**src/rtl/mac_pkg.sv**
```systemverilog
// mac_pkg: shared definitions for the multiply-accumulate stage.
//   state_t      - control state encoding (IDLE / RUN / DONE)
//   acc_width()  - accumulator width from operand width and guard bits
//   cnt_width()  - width of a counter that must hold the value 0..len
package mac_pkg;

    typedef enum logic [1:0] {
        ST_IDLE = 2'd0,
        ST_RUN  = 2'd1,
        ST_DONE = 2'd2
    } state_t;

    function automatic int acc_width(input int n, input int g);
        return 2 * n + g;
    endfunction

    function automatic int cnt_width(input int len);
        return $clog2(len + 1);
    endfunction

endpackage

```
**src/rtl/mult_n.sv**
```systemverilog
// mult_n: combinational unsigned N x N array multiplier.
// Ports:
//   a  in  N    multiplicand
//   b  in  N    multiplier
//   p  out 2N   full-width product (never truncated)
module mult_n #(
    parameter int N = 4
) (
    input  logic [N-1:0]   a,
    input  logic [N-1:0]   b,
    output logic [2*N-1:0] p
);

    // One shifted partial-product row per multiplier bit, summed as a chain.
    logic [2*N-1:0] pp   [N];
    logic [2*N-1:0] psum [N+1];

    assign psum[0] = '0;

    generate
        for (genvar gi = 0; gi < N; gi++) begin : g_row
            assign pp[gi]       = b[gi] ? ({{N{1'b0}}, a} << gi) : '0;
            assign psum[gi + 1] = psum[gi] + pp[gi];
        end
    endgenerate

    assign p = psum[N];

endmodule

```
**src/rtl/mac_accum.sv**
```systemverilog
// mac_accum: pipelined multiply-accumulate stage.
// Registers operand pairs (S1), registers their 2N-bit product (S2) and adds
// LEN products into a saturating accumulator (S3). The block sum is offered
// on a valid/ready output and held until the consumer takes it.
// Ports:
//   clk        in   1      rising-edge clock
//   rst_n      in   1      asynchronous active-low reset
//   start      in   1      begin a block (only honoured in IDLE)
//   abort      in   1      discard the current block, return to IDLE
//   in_valid   in   1      operand pair valid
//   in_ready   out  1      stage accepts operands
//   a, b       in   N      unsigned operands
//   out_valid  out  1      acc_out/ovf valid, held until out_ready
//   out_ready  in   1      consumer accepts result
//   acc_out    out  ACC_W  block sum (saturated)
//   ovf        out  1      sticky: block saturated
module mac_accum
    import mac_pkg::*;
#(
    parameter int N   = 4,
    parameter int G   = 4,
    parameter int LEN = 8
) (
    input  logic             clk,
    input  logic             rst_n,
    input  logic             start,
    input  logic             abort,
    input  logic             in_valid,
    output logic             in_ready,
    input  logic [N-1:0]     a,
    input  logic [N-1:0]     b,
    output logic             out_valid,
    input  logic             out_ready,
    output logic [2*N+G-1:0] acc_out,
    output logic             ovf
);

    localparam int ACC_W = acc_width(N, G);
    localparam int CNT_W = cnt_width(LEN);
    localparam logic [CNT_W-1:0] LEN_C  = CNT_W'(LEN);
    localparam logic [CNT_W-1:0] LAST_C = CNT_W'(LEN - 1);

    state_t           state_reg, state_next;
    logic [CNT_W-1:0] accepted_reg, summed_reg;
    logic [N-1:0]     a_reg, b_reg;
    logic             v1_reg, v2_reg;
    logic [2*N-1:0]   prod, prod_reg;
    logic [ACC_W-1:0] acc_reg;
    logic             ovf_reg;

    logic             accept;
    logic             begin_blk;
    logic             last_add;
    logic [ACC_W:0]   sum_ext;
    logic             sat;

    mult_n #(.N(N)) u_mult (
        .a (a_reg),
        .b (b_reg),
        .p (prod)
    );

    assign in_ready  = (state_reg == ST_RUN) && (accepted_reg < LEN_C);
    assign accept    = in_valid && in_ready;
    assign begin_blk = (state_reg == ST_IDLE) && start && !abort;
    // The final add and the move to DONE happen on the same edge.
    assign last_add  = (state_reg == ST_RUN) && v2_reg && (summed_reg == LAST_C);

    // One extra bit catches the carry that signals saturation.
    assign sum_ext = {1'b0, acc_reg} + (ACC_W + 1)'(prod_reg);
    assign sat     = sum_ext[ACC_W];

    always_comb begin
        state_next = state_reg;
        case (state_reg)
            ST_IDLE: if (start && !abort) state_next = ST_RUN;
            ST_RUN: begin
                if (abort)         state_next = ST_IDLE;
                else if (last_add) state_next = ST_DONE;
            end
            ST_DONE: if (abort || out_ready) state_next = ST_IDLE;
            default: state_next = ST_IDLE;
        endcase
    end

    always_ff @(posedge clk or negedge rst_n) begin
        if (!rst_n) begin
            state_reg    <= ST_IDLE;
            accepted_reg <= '0;
            summed_reg   <= '0;
            a_reg        <= '0;
            b_reg        <= '0;
            v1_reg       <= 1'b0;
            v2_reg       <= 1'b0;
            prod_reg     <= '0;
            acc_reg      <= '0;
            ovf_reg      <= 1'b0;
        end else begin
            state_reg <= state_next;
            prod_reg  <= prod;
            if (abort) begin
                // Abort wins over everything: flush the pipeline and the sum.
                v1_reg       <= 1'b0;
                v2_reg       <= 1'b0;
                acc_reg      <= '0;
                ovf_reg      <= 1'b0;
                accepted_reg <= '0;
                summed_reg   <= '0;
            end else if (begin_blk) begin
                v1_reg       <= 1'b0;
                v2_reg       <= 1'b0;
                acc_reg      <= '0;
                ovf_reg      <= 1'b0;
                accepted_reg <= '0;
                summed_reg   <= '0;
            end else begin
                v1_reg <= accept;
                v2_reg <= v1_reg;
                if (accept) begin
                    a_reg        <= a;
                    b_reg        <= b;
                    accepted_reg <= accepted_reg + 1'b1;
                end
                if (v2_reg) begin
                    acc_reg    <= sat ? '1 : sum_ext[ACC_W-1:0];
                    ovf_reg    <= ovf_reg | sat;
                    summed_reg <= summed_reg + 1'b1;
                end
            end
        end
    end

    assign out_valid = (state_reg == ST_DONE);
    assign acc_out   = acc_reg;
    assign ovf       = ovf_reg;

endmodule

```
**config.mk**
```make
export PLATFORM = sky130hd
export DESIGN_NAME = mac_accum
export DESIGN_NICKNAME = d
export VERILOG_FILES = /design/src/rtl/mac_pkg.sv /design/src/rtl/mult_n.sv /design/src/rtl/mac_accum.sv
export SDC_FILE = /design/constraint.sdc
export NUM_CORES = 1
export LEC_CHECK = 0
export ABC_AREA = 0
export ABC_CLOCK_PERIOD_IN_PS = 2500
export BUFFER_PORTS_ARGS = -buffer_cell sky130_fd_sc_hd__buf_2
export CORE_MARGIN = 1.5
export CORE_UTILIZATION = 52
export CTS_CLUSTER_SIZE = 28
export DETAILED_ROUTE_END_ITERATION = 12
export PLACE_DENSITY = 0.75
export SYNTH_ARGS = -nofsm -noshare
export SYNTH_HDL_FRONTEND = slang
export SYNTH_SLANG_ARGS = --single-unit
```
**constraint.sdc**
```tcl
create_clock -name clk -period 2.5 [get_ports clk]
set_input_delay 0.25 -clock clk [delete_from_list [all_inputs] [get_ports clk]]
set_output_delay 0.25 -clock clk [all_outputs]
set_load 0.02 [all_outputs]
```
==> impl_metrics.ini, run 1 <==
[synthesis]
synth.most_common_cell = dfrtp_1
netlist_instances = 224
synth_seq_area_share_pct = 43.7
synth-seq-cells = 41
synthArstFlopShare_pct = 100
synth-edff-count = 0
synth_common_cells = 41 x dfrtp_1, 20 x a21oi_1, 20 x ha_1
ys_types = 41
synth_top_area_share_pct = 43.7
syn_area_um2 = 2350
yosys_warnings = 0
synth_area_leaders = dfrtp_1 44%, ha_1 11%, fa_1 5.1%
synth_nets = 264
avgSynthCellArea_um2 = 10.5
yosys.area.top_type = dfrtp_1
synth-main-ff-cell = dfrtp_1

[routing]
via_per_inst = 5.39
drtIter0Drc = 78
drc = 0
drt-total-wl_um = 4120
wl_per_cell_um = 13.0
ant_nets = 0
num_vias = 1703
dr.pass1.iters = 4

[clocking]
cts_tree = done
post_cts_buffers = 0
root_buffer = clkbuf_8
numCtsBuffers = 5
clk_latency_ns = 0.30
clockBufferDepth = 2
cts.clk_slew.worst_paths_ns = 0.08
cts.sinks = 41
htreeDepth = 2

[run]
maxCapViolCount = 0

[floorplanning]
die_x_um = 70.2
fp.coreArea_um2 = 4350
fp.dieH_um = 70.2
dieArea_um2 = 4920
ios = 29
initial_core_util_pct = 53.9
rows = 24

[setup_path]
crit_type = reg2reg
cp.required_ns = 2.68
startpoint_type = flop
cp_cell_sequence = and2_4 > fa_1 > fa_1 > ha_2 > inv_2 > fa_2 > inv_1 > a21o_1 > a21oi_2 > xnor2_1
critPathMostFrequentCell = fa_1
arrival_ns = 2.71
critPathSlowestCell = fa_1
endpoint_kind = flop
critPathMaxFanout = 2
max_stage_delay_ns = 0.50

[layout]
finalNonFillerCells = 316
seqCellArea_um2 = 1030
num_antenna_cells = 0
area_growth_pct = 15.2
fillers = 370
nNetsFinal = 303
largest_register_ffs = 12
final_area_um2 = 2700
multi_input_comb_area_um2 = 1260
final_layout_size_suffix_gt1_share_pct = 25.8

[global_routing]
antenna_found_initial = 0
track_usage_pct = 19.4
grt_pass1_wl_um = 7530
grt_pass1_vias = 1734
grt_max_degree = 42
globalRouteOverflowTotal = 0

[placement]
gp_congestion = 0.784
numPortBuffers = 28
dp.cells = 308
preCtsSetupSlack_ns = -0.0373
place_area_um2 = 2610
place_hpwl_um = 3070

[sta]
fin_crit_sh_pct = 101
fin_skew_ns = 0.0116
slew_headroom_pct = 41.7
fmax_mhz = 395
worstMarginPinSlew_ns = 0.874
hold_viol = 0
post-route-min-period_ns = 2.53
rsz0062_at_grt = true
finalSetupViolations = 1
setup_slack_ns = -0.0307
drv_slew = 0
finalSetupTns_ns = -0.0307
hold_ws_ns = 0.0635

[status]
violations = negative setup slack
status = complete, but fails checks

[worst_hold_path]
hp-class = in2async

[power]
p_per_area_nw_per_um2 = 662
p_leak_nw = 1.42
ir_drop_v = 0.000383
## per-stage QoR
| step | utilization (%) | total power (W) |
|---|---|---|
| finish | 62.1 | 0.00179 |
| global route | 62.1 | 0.00195 |
| CTS | 61.9 | 0.00183 |
| detailed placement | 59.9 | 0.00139 |
| global placement | 59.9 | 0.00137 |
| floorplan | - | 0.00122 |
## area by class of cell
cell class | count | area share (%)
Multi-Input combinational cell | 163 | 46.6
Sequential cell | 41 | 38.0
Timing Repair Buffer | 38 | 7.96
Tap cell | 52 | 2.41
Inverter | 14 | 1.94
Clock buffer | 6 | 2.69
Clock inverter | 2 | 0.370
## layout by cell type, fill, tap and decap left out, drive strengths merged
master  count
or3         1
dfrtp      41
nand4b      2
a211oi      2
o21bai      1
xor2        6
nor4        3
mux2i       2
clkbuf      6
nor3        3
a31oi       1
ha         20
and2       13
nand2b      1
nand4       2
a2111o      1
or4         2
buf        38
o211a       1
nor2b       1
fa          6
a21oi      20
a311oi      1
nor3b       1
mux2        8
xnor2       7
o21a        1
o21ai      11
inv        14
clkinv      2
nand3       4
nand2      15
a21o        8
a41oi       1
and3        3
nor2       15
## worst paths after layout
check                               from           end  slack, ns  depth (start not counted)
worst max-delay path            a_reg[2]   prod_reg[7]      -0.03                         10
min in group clk                   abort  state_reg[1]       0.14                          2
max in group asynchronous          rst_n    acc_out[1]       1.85                          1
worst max register to register  a_reg[2]   prod_reg[7]      -0.03                         10
worst min register to register    v1_reg        v2_reg       0.45                          1
worst min-delay path               rst_n    acc_out[9]       0.06                          1
## critical path, delay by kind of cell, from the launching register on
family	cells	cell delay (ns)
simple gates	1	0.16
buf+inv	2	0.10
flops	1	0.38
fa+ha+maj	4	1.50
compound gates	2	0.18
xor+xnor	1	0.11
## power breakdown
part | total, W | internal, W | switching (W)
Clock | 0.000414 | 0.000193 | 0.000220
Combinational | 0.000573 | 0.000277 | 0.000296
Sequential | 0.000803 | 0.000755 | 0.0000487
## routing by layer
layer / vias to the layer above / share of wire, % / wire length (um) / GRT usage (%)
met4: 0 / 1.9 / 79 / 9.40
met1: 809 / 45 / 1860 / 24.4
li1: 857 / - / - / -
met2: 32 / 50 / 2050 / 31.3
met3: 5 / 3.4 / 139 / 4.62
met5: - / 0 / 0 / 0
## cell families (layout without fill, tap and decap cells)
kind of cell / Yosys count / after routing / synth area share, %
mux: 10 / 10 / 4.69
buf+inv: 20 / 60 / 3.25
flops: 41 / 41 / 43.7
xor+xnor: 13 / 13 / 4.85
simple gates: 66 / 66 / 14.7
compound gates: 48 / 48 / 13.0
fa+ha+maj: 26 / 26 / 15.8
## repair_timing
item                                    CTS  global route
hold buffers                              0             0
gates resized for setup                   2             3
gates cloned                              0             0
endpoints found under the setup margin    1            12
pin swaps                                 0             1
(Power assumes the default switching activity.)
==> run 2, diff against run 1 <==
--- a/config.mk
+++ b/config.mk
@@ -12,7 +12,8 @@
 export CORE_UTILIZATION = 52
 export CTS_CLUSTER_SIZE = 28
 export DETAILED_ROUTE_END_ITERATION = 12
-export PLACE_DENSITY = 0.75
+export PLACE_DENSITY = 0.76
 export SYNTH_ARGS = -nofsm -noshare
 export SYNTH_HDL_FRONTEND = slang
+export SYNTH_HIERARCHICAL = 1
 export SYNTH_SLANG_ARGS = --single-unit
==> run 2 against run 1 <==
  * The flow still finishes with violations (negative setup slack)
  * Die area is 1.7% lower
  * Final cell count is 2.2% lower
  * Setup slack worse by 0.16 ns
  * Register-to-register slack worse by 0.16 ns
  * Clock skew is 0.0091 ns lower
  * Critical path depth stayed put
  * Synthesized cell count is 6.3% lower
  * Largest power group unchanged
  * Critical path type unchanged
==> impl_metrics.ini, run 2 <==
[status]
status = complete, but fails checks
violations = negative setup slack

[global_routing]
antenna_found_initial = 0
track_usage_pct = 19.6
grt_max_degree = 42
grt_pass1_vias = 1641
grt_pass1_wl_um = 7350
globalRouteOverflowTotal = 0

[synthesis]
synth_nets = 250
syn_area_um2 = 2300
synth_seq_area_share_pct = 44.5
yosys.area_share.simple_pct = 13.6
netlist_instances = 210
ys_types = 39
synth_common_cells = 41 x dfrtp_1, 20 x ha_1, 17 x a21oi_1
synth_area_leaders = dfrtp_1 45%, ha_1 11%, fa_1 5.2%
synth-xor-area-share_pct = 5.32
synth.area.mux_share_pct = 6.52
synth_top_family_by_area = adder cells
synthAdderAreaFrac_pct = 16.1
synth-main-ff-cell = dfrtp_1
synth_top_area_share_pct = 44.5
synthArstFlopShare_pct = 100
yosys.area.top_type = dfrtp_1
avgSynthCellArea_um2 = 11.0
synth.most_common_cell = dfrtp_1
synth-seq-cells = 41
yosys_warnings = 6
synth-edff-count = 0
synth-compound-area-share_pct = 11.5

[routing]
dr.pass1.iters = 4
via_per_inst = 5.28
ant_nets = 0
num_vias = 1631
wl_met3_um = 124
highest_layer = met4
drc = 0
drtIter0Drc = 42
wl_per_cell_um = 13.8
drt-total-wl_um = 4270
wirelength_met1_um = 1900
wl_met2_um = 2120

[sta]
fmax_mhz = 372
setup_slack_ns = -0.189
finalSetupViolations = 2
post-route-min-period_ns = 2.69
rsz0062_at_grt = true
slew_headroom_pct = 42.1
fin_crit_sh_pct = 108
fin_skew_ns = 0.00257
worstMarginPinSlew_ns = 0.868
drv_slew = 0
hold_viol = 0

[floorplanning]
dieArea_um2 = 4840
ios = 29
fp.coreArea_um2 = 4290
initial_core_util_pct = 53.6
fp.dieH_um = 69.6
die_x_um = 69.6
rows = 24

[power]
power_w = 0.00192
swShare_pct = 30.8
ir_drop_v = 0.000464
power_switching_w = 0.000591
p_per_area_nw_per_um2 = 696
p_int_w = 0.00133
power_frac_comb_pct = 33.5
pwr-share-clk_pct = 24.9
seq_power_share_pct = 41.5
p_leak_nw = 1.40

[layout]
largest_register_ffs = 12
fin_util_pct = 64.1
final_layout_size_suffix_gt1_share_pct = 29.6
num_antenna_cells = 0
area_growth_pct = 19.6
mostFrequentLayoutCells = 41 x dfrtp_1, 28 x buf_2, 18 x ha_1, 17 x buf_4, 16 x a21oi_1
layout_commonest_cell = dfrtp_1
nNetsFinal = 296

[worst_hold_path]
hp-class = in2async

[setup_path]
critPathMaxFanout = 2
endpoint_kind = flop
cp_cell_sequence = and2_4 > fa_1 > inv_1 > fa_1 > inv_1 > ha_2 > fa_2 > a21o_1 > a21oi_2 > xnor2_1
startpoint_type = flop
critPathSlowestCell = fa_1
crit_type = reg2reg
max_stage_delay_ns = 0.55
arrival_ns = 2.92
cp.required_ns = 2.73

[clocking]
hold_buffers = 0
numCtsBuffers = 5
clockBufferDepth = 2
clk_latency_ns = 0.30
htreeDepth = 2
cts.clk_slew.worst_paths_ns = 0.08
cts.sinks = 41
root_buffer = clkbuf_8
cts_tree = done

[run]
maxCapViolCount = 0

[placement]
gp_congestion = 0.832
place_hpwl_um = 3030
numPortBuffers = 28
==> run 2: stage by stage <==
step	hold slack [ns]	area [um2]	cells	setup WS, ns	TNS, ns
after floorplan	-0.0456	2310	210	-0.142	-0.142
after global placement	0.420	2590	297	-0.132	-0.161
after detailed placement	0.422	2590	297	-0.158	-0.208
after CTS	0.0960	2720	306	-0.174	-0.239
after global routing	0.122	2750	309	-0.310	-0.624
final	0.0620	2750	309	-0.189	-0.377
==> run 2: path summary, 6_finish.rpt <==
check,start,to,slack (ns),depth (start not counted)
min reg2reg,v1_reg,v2_reg,0.47,2
max in group asynchronous,rst_n,accepted_reg[3],1.90,1
min,rst_n,acc_out[10],0.06,1
max,a_reg[2],prod_reg[7],-0.19,10
max reg2reg,a_reg[2],prod_reg[7],-0.19,10
min in group clk,abort,state_reg[1],0.12,2
==> run 2: critical path, delay by kind of cell, from the launching register on <==
family	cells	cell delay [ns]
AND/OR/NAND/NOR	1	0.16
adder cells (fa/ha/maj)	4	1.54
flip-flops	1	0.38
buffers and inverters	2	0.09
XOR/XNOR	1	0.12
AO/OA/AOI/OAI	2	0.31
==> run 2: power groups by stage <==
stage                     registers [W]  clock network (W)  logic, W
after floorplan                0.000810                  0  0.000383
after global placement         0.000806                  0  0.000542
after global routing           0.000807           0.000513  0.000727
after CTS                      0.000797           0.000486  0.000614
after detailed placement       0.000809                  0  0.000568
final                          0.000795           0.000478  0.000643
==> run 2: cell type report <==
| type | instances | area (um2) |
|---|---|---|
| clock buffers | 7 | 96.3 |
| clock inverters | 1 | 5.00 |
| fillers | 361 | 1540 |
| inverters | 7 | 26.3 |
| multi-input cells | 155 | 1260 |
| flip-flops and latches | 41 | 1030 |
| well taps | 52 | 65.1 |
| repair buffers | 46 | 279 |
==> run 2: cells by family (layout without fill, tap and decap cells) <==
| logic type | after synthesis | after routing |
|---|---|---|
| buffers and inverters | 14 | 61 |
| flip-flops | 41 | 41 |
| AO/OA/AOI/OAI | 40 | 40 |
| AND/OR/NAND/NOR | 61 | 61 |
| adder cells (fa/ha/maj) | 26 | 26 |
| multiplexers | 14 | 14 |
| XOR/XNOR | 14 | 14 |
==> run 2: what timing repair did <==
item                                    CTS  global route
pin swaps                                 6             8
endpoints found under the setup margin    2             4
buffers inserted                          1             3
resized for setup                         3             4
==> run 2: layer usage <==
layer / vias to the layer above / GRT usage (%)
met5: - / 0
met4: 0 / 8.93
met3: 10 / 4.07
met2: 24 / 33.9
met1: 779 / 23.5
li1: 818 / -
==> run 3, diff against run 2 <==
--- a/config.mk
+++ b/config.mk
@@ -12,8 +12,8 @@
 export CORE_UTILIZATION = 52
 export CTS_CLUSTER_SIZE = 28
 export DETAILED_ROUTE_END_ITERATION = 12
-export PLACE_DENSITY = 0.76
+export PLACE_DENSITY = 0.75
+export REMOVE_ABC_BUFFERS = 1
 export SYNTH_ARGS = -nofsm -noshare
 export SYNTH_HDL_FRONTEND = slang
-export SYNTH_HIERARCHICAL = 1
 export SYNTH_SLANG_ARGS = --single-unit
==> constraint.sdc (replaced) <==
create_clock -name clk -period 2.5 [get_ports clk]
set_input_delay 0.25 -clock clk [delete_from_list [all_inputs] [get_ports clk]]
set_output_delay 0.25 -clock clk [all_outputs]
set_load 0.01 [all_outputs]
==> run 3 against run 2 <==
  * The run still ends with negative setup slack left
  * Combinational power down 8.7%
  * Cell area down 1.1%
  * Clock power down 10%
  * Critical path depth unchanged
  * Maximum frequency up 6.7%
  * Clock skew up 0.0025 ns
  * Die area up 1.8%
  * Setup slack better by 0.17 ns
  * Sequential power about the same
  * Final cell count up 2.9%
  * Largest power group unchanged
==> impl_metrics.ini, run 3 (synthesis gave the netlist of run 1 again) <==
[status]
status = complete, but fails checks
violations = negative setup slack

[clocking]
cts.clk_slew.worst_paths_ns = 0.08
clk_latency_ns = 0.30
clockBufferDepth = 2
cts.sinks = 41
root_buffer = clkbuf_8
numCtsBuffers = 5
cts_tree = done
htreeDepth = 2
hold_buffers = 0

[floorplanning]
initial_core_util_pct = 53.9
fp.dieH_um = 70.2
fp.coreArea_um2 = 4350
ios = 29
dieArea_um2 = 4920
rows = 24
die_x_um = 70.2

[routing]
num_vias = 1728
dr.pass1.iters = 4
via_per_inst = 5.43
drt-total-wl_um = 4280
drc = 0
ant_nets = 0
drtIter0Drc = 125
wl_per_cell_um = 13.4

[placement]
numPortBuffers = 28
place_area_um2 = 2610
dp.cells = 309
place_hpwl_um = 3130
gp_congestion = 0.849

[power]
seq_power_share_pct = 44.0
power_w = 0.00181
power_frac_comb_pct = 32.3
swShare_pct = 31.7
ir_drop_v = 0.000383
pwr-share-clk_pct = 23.7
power_switching_w = 0.000576
p_int_w = 0.00124
p_per_area_nw_per_um2 = 666
p_leak_nw = 1.43

[layout]
finalNonFillerCells = 318
layout_commonest_cell = dfrtp_1
num_antenna_cells = 0
final_layout_size_suffix_gt1_share_pct = 26.3
fin_util_pct = 62.5
mostFrequentLayoutCells = 40 x dfrtp_1, 28 x buf_2, 19 x ha_1, 18 x a21oi_1
largest_register_ffs = 12
nNetsFinal = 305
final_area_um2 = 2720
area_growth_pct = 16.1

[sta]
fin_skew_ns = 0.00507
fin_crit_sh_pct = 101
hold_viol = 0
drv_slew = 0
finalSetupTns_ns = -0.0197
slew_headroom_pct = 41.0
finalSetupViolations = 1
fmax_mhz = 397
worstMarginPinSlew_ns = 0.885
post-route-min-period_ns = 2.52
setup_slack_ns = -0.0197
rsz0062_at_grt = true

[setup_path]
path_delay_family = adder cells
crit_type = reg2reg
endpoint_kind = flop
cp_cell_sequence = and2_4 > fa_1 > fa_1 > ha_2 > inv_2 > fa_2 > inv_1 > a21o_1 > a21oi_2 > xnor2_1
critPathBufInv = 2
max_stage_delay_ns = 0.50
cp.required_ns = 2.69
critPathMostFrequentCell = fa_1
arrival_ns = 2.71
critPathSlowestCell = fa_1
critPathMaxFanout = 2
startpoint_type = flop

[global_routing]
met1_usage_pct = 24.7
globalRouteOverflowTotal = 0
busiest_layer = met2
grt_pass1_vias = 1712
grt_max_degree = 42
grt_pass1_wl_um = 7730
track_usage_pct = 19.9
use_met2_pct = 34.2
antenna_found_initial = 0
use_met3_pct = 3.46

[run]
maxCapViolCount = 0

[worst_hold_path]
hp-class = in2async
-- run 3: changes by cell type in the layout (fill, tap and decap cells not counted), sizes merged, moves of 3 or more --
| cell | change |
|---|---|
| inv | +7 |
| nand3 | +3 |
| o21ai | +6 |
| a21o | +3 |
| mux2i | -4 |
| buf | -6 |
| nor2b | -3 |
-- run 3: metrics by stage --
| stage | hold slack (ns) | setup slack (ns) |
|---|---|---|
| floorplan | -0.0456 | -0.136 |
| global placement | 0.425 | -0.122 |
| detailed placement | 0.422 | -0.153 |
| CTS | 0.102 | -0.0192 |
| global route | 0.147 | -0.120 |
| finish | 0.0662 | -0.0197 |
-- run 3: final timing paths --
kind | startpoint | slack (ns) | cells after the start | to
max in group asynchronous | rst_n | 1.82 | 1 | acc_out[1]
min reg2reg | v1_reg | 0.46 | 1 | v2_reg
min | rst_n | 0.07 | 1 | summed_reg[3]
max | b_reg[1] | -0.02 | 10 | prod_reg[7]
min in group clk | abort | 0.14 | 2 | state_reg[1]
max reg2reg | b_reg[1] | -0.02 | 10 | prod_reg[7]
-- run 3: power by group through the flow --
stage	registers, W	logic (W)	clock network [W]
after floorplan	0.000812	0.000396	0
after global placement	0.000807	0.000556	0
after detailed placement	0.000812	0.000573	0
after CTS	0.000799	0.000596	0.000444
after global routing	0.000809	0.000683	0.000464
final	0.000798	0.000587	0.000430
-- run 3: metal layers --
metal | vias to the layer above | part of all wire [%]
li1 | 862 | -
met3 | 7 | 2.5
met4 | 0 | 1.8
met1 | 830 | 45
met5 | - | 0
met2 | 29 | 50
-- run 3: layout make-up --
class | instances | area (um2)
repair buffers | 40 | 230
clock buffers | 7 | 76.3
fillers | 368 | 1630
flip-flops and latches | 41 | 1030
well taps | 52 | 65.1
multi-input cells | 163 | 1260
clock inverters | 1 | 7.51
inverters | 14 | 52.6
-- run 3: what timing repair did --
action | CTS | global route
endpoints found under the setup margin | 2 | 12
setup buffers | 1 | 0
resized for setup | 6 | 3
pin swaps | 4 | 0
